### config.mk
export PLATFORM = sky130hd
export DESIGN_NAME = audio_mux_mc
export DESIGN_NICKNAME = d
export VERILOG_FILES = /design/src/rtl/audio_mux_mc.sv
export SDC_FILE = /design/constraint.sdc
export NUM_CORES = 1
export LEC_CHECK = 0
export CAP_MARGIN = 40
export CORE_MARGIN = 2
export CORE_UTILIZATION = 34
export DETAILED_ROUTE_END_ITERATION = 10
export GPL_TIMING_DRIVEN = 0
export HOLD_SLACK_MARGIN = 0.15
export PLACE_DENSITY = 0.58
export SLEW_MARGIN = 20
export SYNTH_ARGS = -nofsm -noshare
export SYNTH_HDL_FRONTEND = slang
export SYNTH_SLANG_ARGS = --single-unit
### constraint.sdc
create_clock -name clk -period 1.8 [get_ports clk]
set_input_delay 0.36 -clock clk [delete_from_list [all_inputs] [get_ports clk]]
set_output_delay 0.36 -clock clk [all_outputs]
set_load 0.01 [all_outputs]
### src/rtl/audio_mux_mc.sv
// audio_mux_mc: register-mapped multi-channel audio sample mux for the host
// reader. It adds a coherent-frame snapshot mode, a buffer-fill state machine
// with underrun counting, and trig/i2s_enable generation for the sample pacer.
module audio_mux_mc #(
    parameter int NUM_CH        = 2,
    parameter int AUD_BIT_DEPTH = 24,
    parameter int FIFO_WIDTH    = 6,
    parameter int ADDR_W        = 4
) (
    input  logic                            clk,
    input  logic                            reset_n,
    input  logic [ADDR_W-1:0]               address,
    input  logic                            read,
    input  logic                            write,
    input  logic [31:0]                     datain,
    input  logic [NUM_CH*AUD_BIT_DEPTH-1:0] sound_in,
    input  logic                            xxxx_top,
    input  logic                            lrck,
    input  logic                            run,
    output logic [31:0]                     dataout,
    output logic [NUM_CH-1:0]               ch_read,
    output logic                            trig,
    output logic                            i2s_enable,
    output logic                            fill_busy
);

    localparam int CW = FIFO_WIDTH + 1;
    localparam logic [ADDR_W-1:0] A_CTRL     = ADDR_W'(12);
    localparam logic [ADDR_W-1:0] A_BUFSIZE  = ADDR_W'(13);
    localparam logic [ADDR_W-1:0] A_STATUS   = ADDR_W'(14);
    localparam logic [ADDR_W-1:0] A_UNDERRUN = ADDR_W'(15);

    typedef enum logic [1:0] {
        ST_IDLE     = 2'd0,
        ST_FILL     = 2'd1,
        ST_WAIT_END = 2'd2
    } state_t;

    state_t                   r_state;
    state_t                   w_state_nxt;
    logic [CW-1:0]            r_counter;
    logic [CW-1:0]            w_counter_nxt;
    logic [CW-1:0]            r_bufsize;
    logic [15:0]              r_underrun;
    logic [15:0]              w_underrun_nxt;
    logic                     r_jack_read_act;
    logic                     r_jack_act_d;
    logic                     r_snap_en;
    logic                     r_run_trig;
    logic [31:0]              r_dataout;
    logic [AUD_BIT_DEPTH-1:0] r_shadow [NUM_CH];

    logic                     w_wr_ctrl;
    logic                     w_wr_bufsize;
    logic                     w_wr_underrun;
    logic                     w_is_chan;
    logic                     w_snap_latch;
    logic                     w_jack_cycle_end;
    logic                     w_pulse;
    logic [AUD_BIT_DEPTH-1:0] w_live;
    logic [AUD_BIT_DEPTH-1:0] w_shadow;
    logic [31:0]              w_status;
    logic [31:0]              w_rdata;
    logic                     w_unused;

    // Only a handful of write-data bits are architecturally meaningful.
    assign w_unused = ^datain;

    assign w_wr_ctrl        = write && (address == A_CTRL);
    assign w_wr_bufsize     = write && (address == A_BUFSIZE);
    assign w_wr_underrun    = write && (address == A_UNDERRUN);
    assign w_is_chan        = (32'(address) < 32'(NUM_CH));
    assign w_snap_latch     = read && r_snap_en && (address == '0);
    assign w_jack_cycle_end = r_jack_act_d && !r_jack_read_act;

    // A fill pulse needs room in the buffer. A buffer-size write or the end of
    // a host read cycle restarts the count, so no pulse fires on those edges.
    assign w_pulse = (r_state == ST_FILL) && xxxx_top && !run &&
                     (r_counter < r_bufsize) &&
                     !w_jack_cycle_end && !w_wr_bufsize;

    assign trig       = (r_state == ST_IDLE) ? lrck : r_run_trig;
    assign i2s_enable = (r_state == ST_IDLE);
    assign fill_busy  = (r_state == ST_FILL);
    assign dataout    = r_dataout;

    // Per-channel read strobes go straight to the synth, decoded in the same cycle.
    always_comb begin
        ch_read = '0;
        for (int k = 0; k < NUM_CH; k++) begin
            ch_read[k] = read && (address == ADDR_W'(k));
        end
    end

    // Select the live and shadow sample for the addressed channel.
    always_comb begin
        w_live   = '0;
        w_shadow = '0;
        for (int k = 0; k < NUM_CH; k++) begin
            if (address == ADDR_W'(k)) begin
                w_live   = sound_in[k*AUD_BIT_DEPTH +: AUD_BIT_DEPTH];
                w_shadow = r_shadow[k];
            end
        end
    end

    // Pack the status word: fill counter, FSM state and host-read flag.
    always_comb begin
        w_status                 = '0;
        w_status[FIFO_WIDTH:0]   = r_counter;
        w_status[17:16]          = r_state;
        w_status[24]             = r_jack_read_act;
    end

    // Read-data mux. Samples are MSB-aligned; in snapshot mode channel 0 is
    // live and every other channel comes from the frame latched with it.
    always_comb begin
        w_rdata = '0;
        if (w_is_chan) begin
            if (r_snap_en && (address != '0)) begin
                w_rdata = 32'(w_shadow) << (32 - AUD_BIT_DEPTH);
            end else begin
                w_rdata = 32'(w_live) << (32 - AUD_BIT_DEPTH);
            end
        end else begin
            case (address)
                A_STATUS:   w_rdata = w_status;
                A_UNDERRUN: w_rdata = {16'h0000, r_underrun};
                default:    w_rdata = '0;
            endcase
        end
    end

    // Fill FSM next-state logic; a buffer-size write overrides everything else.
    always_comb begin
        w_state_nxt    = r_state;
        w_counter_nxt  = r_counter;
        w_underrun_nxt = r_underrun;
        if (w_wr_bufsize) begin
            w_counter_nxt = '0;
            w_state_nxt   = (datain[FIFO_WIDTH:0] == '0) ? ST_IDLE : ST_FILL;
        end else begin
            case (r_state)
                ST_IDLE: begin
                    w_state_nxt = ST_IDLE;
                end
                ST_FILL: begin
                    if (w_jack_cycle_end) begin
                        w_counter_nxt = '0;
                        if (r_underrun != 16'hFFFF) begin
                            w_underrun_nxt = r_underrun + 16'd1;
                        end
                    end else if (w_pulse) begin
                        w_counter_nxt = r_counter + CW'(1);
                        if ((r_counter + CW'(1)) == r_bufsize) begin
                            w_state_nxt = ST_WAIT_END;
                        end
                    end
                end
                ST_WAIT_END: begin
                    if (w_jack_cycle_end) begin
                        w_state_nxt   = ST_FILL;
                        w_counter_nxt = '0;
                    end
                end
                default: begin
                    w_state_nxt = ST_IDLE;
                end
            endcase
        end
        if (w_wr_underrun) begin
            w_underrun_nxt = '0;
        end
    end

    // Fill FSM state register.
    always_ff @(posedge clk or negedge reset_n) begin
        if (!reset_n) begin
            r_state <= ST_IDLE;
        end else begin
            r_state <= w_state_nxt;
        end
    end

    // Control registers, fill counter, underrun count and the trigger pulse.
    always_ff @(posedge clk or negedge reset_n) begin
        if (!reset_n) begin
            r_counter       <= '0;
            r_bufsize       <= '0;
            r_underrun      <= '0;
            r_jack_read_act <= 1'b0;
            r_jack_act_d    <= 1'b0;
            r_snap_en       <= 1'b0;
            r_run_trig      <= 1'b0;
        end else begin
            r_counter    <= w_counter_nxt;
            r_underrun   <= w_underrun_nxt;
            r_jack_act_d <= r_jack_read_act;
            r_run_trig   <= w_pulse;
            if (w_wr_bufsize) begin
                r_bufsize <= datain[FIFO_WIDTH:0];
            end
            if (w_wr_ctrl) begin
                r_jack_read_act <= datain[0];
                r_snap_en       <= datain[1];
            end
        end
    end

    // Registered read data; it holds between reads.
    always_ff @(posedge clk or negedge reset_n) begin
        if (!reset_n) begin
            r_dataout <= '0;
        end else if (read) begin
            r_dataout <= w_rdata;
        end
    end

    // Snapshot every channel on the same edge that channel 0 is read.
    always_ff @(posedge clk or negedge reset_n) begin
        if (!reset_n) begin
            for (int k = 0; k < NUM_CH; k++) begin
                r_shadow[k] <= '0;
            end
        end else if (w_snap_latch) begin
            for (int k = 0; k < NUM_CH; k++) begin
                r_shadow[k] <= sound_in[k*AUD_BIT_DEPTH +: AUD_BIT_DEPTH];
            end
        end
    end

endmodule
==> metrics.md <==
| Metric | Value |
|---|---|
| FILL cells | `between 1000 and 1500` |
| Setup CP Type | `register to register` |
| Fraction of registers with async set/reset | `100%` |
| Worst EP required | `~2.0 ns` |
| Clk root buf | `clkbuf_16` |
| CTS tree | `built` |
| Setup crit end kind | `register` |
| Post-Layout Cell Count | `797` |
| Lkg Pwr | `about 3 nW` |
| Fin Hold WS | `around 0.46 ns` |
| Die X | `between 100 and 150 microns` |
| Post-Syn Nets | `approximately 560` |
| Reg2Reg Depth | `7` |
| Synth top area share | `46.7%` |
| Gr usage total | `18.9%` |
| MaxCap Viol Count | `0` |
| Count of final hold-check violations | `0` |
| Nets | `712` |
| Final worst-path setup slack | `-0.227 ns` |
| Die H | `124 microns` |
| F_max | `0.493 GHz` |
| Post-synth top flop | `dfrtp_1` |
| Layout cells sized above 1 | `between 20% and 30%` |
| Count of state elements after synthesis | `slightly above 90` |
| DR vias | `between 4000 and 5000` |
| Final Max Tran Viols | `0` |
| Mapped Cells | `~460` |
| Cell variety after synth | `61` |
| Wl on met1 | `between 6 and 7 mm` |
| Placer Congestion | `0.852` |
| Dpl cells | `742` |
| EDFF count, synth | `0` |
| PwrDens | `approximately 930 nW/um^2` |
| Syn. warnings | `0` |
| Top Ports | `128` |
| Tcrit/Tclk final | `113%` |
| Initial antenna violation count | `0` |
| Area Growth Syn to Fin | `41.5%` |
| Cell Area, Synth | `4930 sq um` |
| Uppermost layer routed | `met4` |
| RSZ-0062 raised after global routing | `yes` |
| Reg clk slew, reported paths | `0.06 ns` |
| Met2 routed WL | `7.02 mm` |
| Clock network latency to the later pin of the worst-skew pair | `0.34 ns` |
| H-tree levels | `3` |
| Final setup vio count | `12` |
| Avg Cell Area, Syn | `10.7 sq um` |
| Ranking of synthesized cells by area | `dfrtp_1 (47%), mux2_4 (3.4%), mux2_2 (3.0%)` |
| Num CTS Buffers | `9` |
| Outcome | `finished with violations` |
| Routed Antenna Nets | `0` |
| Critical Path AT | `2.26 ns` |
| Max clock buf depth | `2` |
| Worst slew pin tran | `0.584 ns` |
| WL/cell | `around 18 microns` |
| Total grt overflow | `0` |
| Worst Path Max Fanout | `5` |
| Core footprint | `14000 sq um` |
| Seq/Total Area, Yosys | `46.7%` |
| Antenna Cells | `0` |
| Metal3 WL | `547 microns` |
| R2R setup slack | `-0.23 ns` |
| Vias in the first global route | `4415` |
| TritonRoute pass-1 iters | `4` |
| HP Class | `register to register` |
| Worst vdd ir | `about 0.49 mV` |
| Min-Delay Path Depth | `0` |
| Via-per-instance ratio | `5.30` |
| Tmin final | `2.03 ns` |
| Clk sink count | `92` |
| Initial Util | `a little over a third` |
| DRC Markers | `0` |
| CP Launch Type | `register` |
| Port buffer count | `100` |
| Clk_skew | `0.00589 ns` |
| Die area | `15500 sq um` |
| First-pass GRT wire length | `23.5 mm` |
| Failing checks | `setup timing` |
| Detailed placement HPWL | `10.2 mm` |
| Slew Limit Headroom | `between 60% and 70%` |
| TNS Setup | `-1.64 ns` |
| Largest net degree at the start of global routing | `between 50 and 60` |
| Largest area contributor in the netlist | `dfrtp_1` |
| Routed wire length | `14.3 mm` |
| Row count | `43` |
| DRT iter0 DRCs | `237` |
| Final core utilization | `49.6%` |
-- cells by family after synthesis --
family | after synthesis | share of synthesized area (%)
mux | 41 | 9.96
flops | 92 | 46.7
xor+xnor | 21 | 3.73
compound gates | 123 | 18.5
buf+inv | 58 | 5.28
fa+ha+maj | 9 | 2.29
simple gates | 117 | 13.5
-- through the flow --
stage	area [sq um]	worst slack (ns)	power [mW]
final	6970	-0.227	6.46
after floorplan	4930	-0.00354	3.54
after global placement	6160	-3.16	4.12
after CTS	6820	-0.179	6.38
after detailed placement	6190	-0.725	4.17
after global routing	6970	-0.309	6.84
-- cells in the final DEF, fill, tap and decap left out, types with 6 or more instances in the layout --
cell,count
nor2b_1,12
buf_4,40
mux2_1,7
and3_1,6
xor2_1,14
dfrtp_1,80
o21ai_0,14
buf_6,8
o22ai_1,20
clkbuf_1,11
xnor2_1,7
nand4_1,10
o221ai_1,12
a221o_1,11
inv_1,31
clkbuf_16,9
dfrtp_2,12
clkdlybuf4s50_1,91
nand2_1,25
nor2_1,19
a31oi_1,6
nand3_1,7
a21oi_1,15
mux2i_1,10
ha_1,6
mux2_2,12
mux2_4,12
a22oi_1,12
-- routing by layer --
| metal | vias to the layer above | GRT usage [%] |
|---|---|---|
| met3 | 18 | 3.87 |
| met2 | 108 | 30.8 |
| li1 | 2006 | - |
| met1 | 2090 | 25.5 |
| met5 | - | 0 |
| met4 | 0 | 5.22 |
-- registers in the layout, summed over array words and instances, names as in the netlist --
signal and count:
r_bufsize 7, r_snap_en 1, r_shadow 24, r_counter 7, dataout 32, r_underrun 16
r_jack_act_d 1, r_run_trig 1, r_state 2, r_jack_read_act 1
-- what timing repair did --
item	in CTS	in global routing
pin swaps	17	13
setup endpoints to repair	81	55
buffers inserted	26	13
resized for setup	53	26
hold endpoints to repair	35	0
hold buffers	1	0
-- power by group --
part	switching, mW	internal (mW)	total (mW)
sequential	0.250	2.35	2.60
clock	0.800	1.05	1.85
combinational	0.983	1.02	2.01
-- worst max-delay path: stages (launching register included) --
cell	delay [ns]
dfrtp_1	0.43
ha_1	0.34
a21oi_1	0.26
a211oi_4	0.11
buf_6	0.13
nor3_4	0.22
nand4_1	0.18
a31o_2	0.25
-- final timing paths --
path / start / end
max in group asynchronous: reset_n / r_state[1]$_DFFE_PN0P_
worst min-delay path: r_jack_read_act$_DFFE_PN0P_ / r_jack_act_d$_DFF_PN0_
min in group asynchronous: reset_n / r_underrun[3]$_DFFE_PN0P_
worst max register to register: r_counter[2]$_DFFE_PN0P_ / r_state[0]$_DFFE_PN0P_
worst max-delay path: r_counter[2]$_DFFE_PN0P_ / r_state[0]$_DFFE_PN0P_
worst min register to register: r_jack_read_act$_DFFE_PN0P_ / r_jack_act_d$_DFF_PN0_
-- cells in the mapped netlist (13+ instances only) --
library cell	instances
dfrtp_1	92
inv_1	32
nand2_1	27
nor2_1	23
o22ai_1	20
a21oi_1	18
o21ai_0	18
xor2_1	14
mux2_2	13
-- cell type report --
type | count | area [sq um] | area share, %
multi-input combinational | 311 | 2530 | 36.3
sequential | 92 | 2320 | 33.3
timing repair buffer | 141 | 1340 | 19.2
clock buffer | 13 | 270 | 3.88
tap | 180 | 225 | 3.23
buffer | 25 | 150 | 2.15
inverter | 32 | 120 | 1.72
clock inverter | 3 | 20.0 | 0.287
Note: power is estimated with default switching activity, not from simulation.
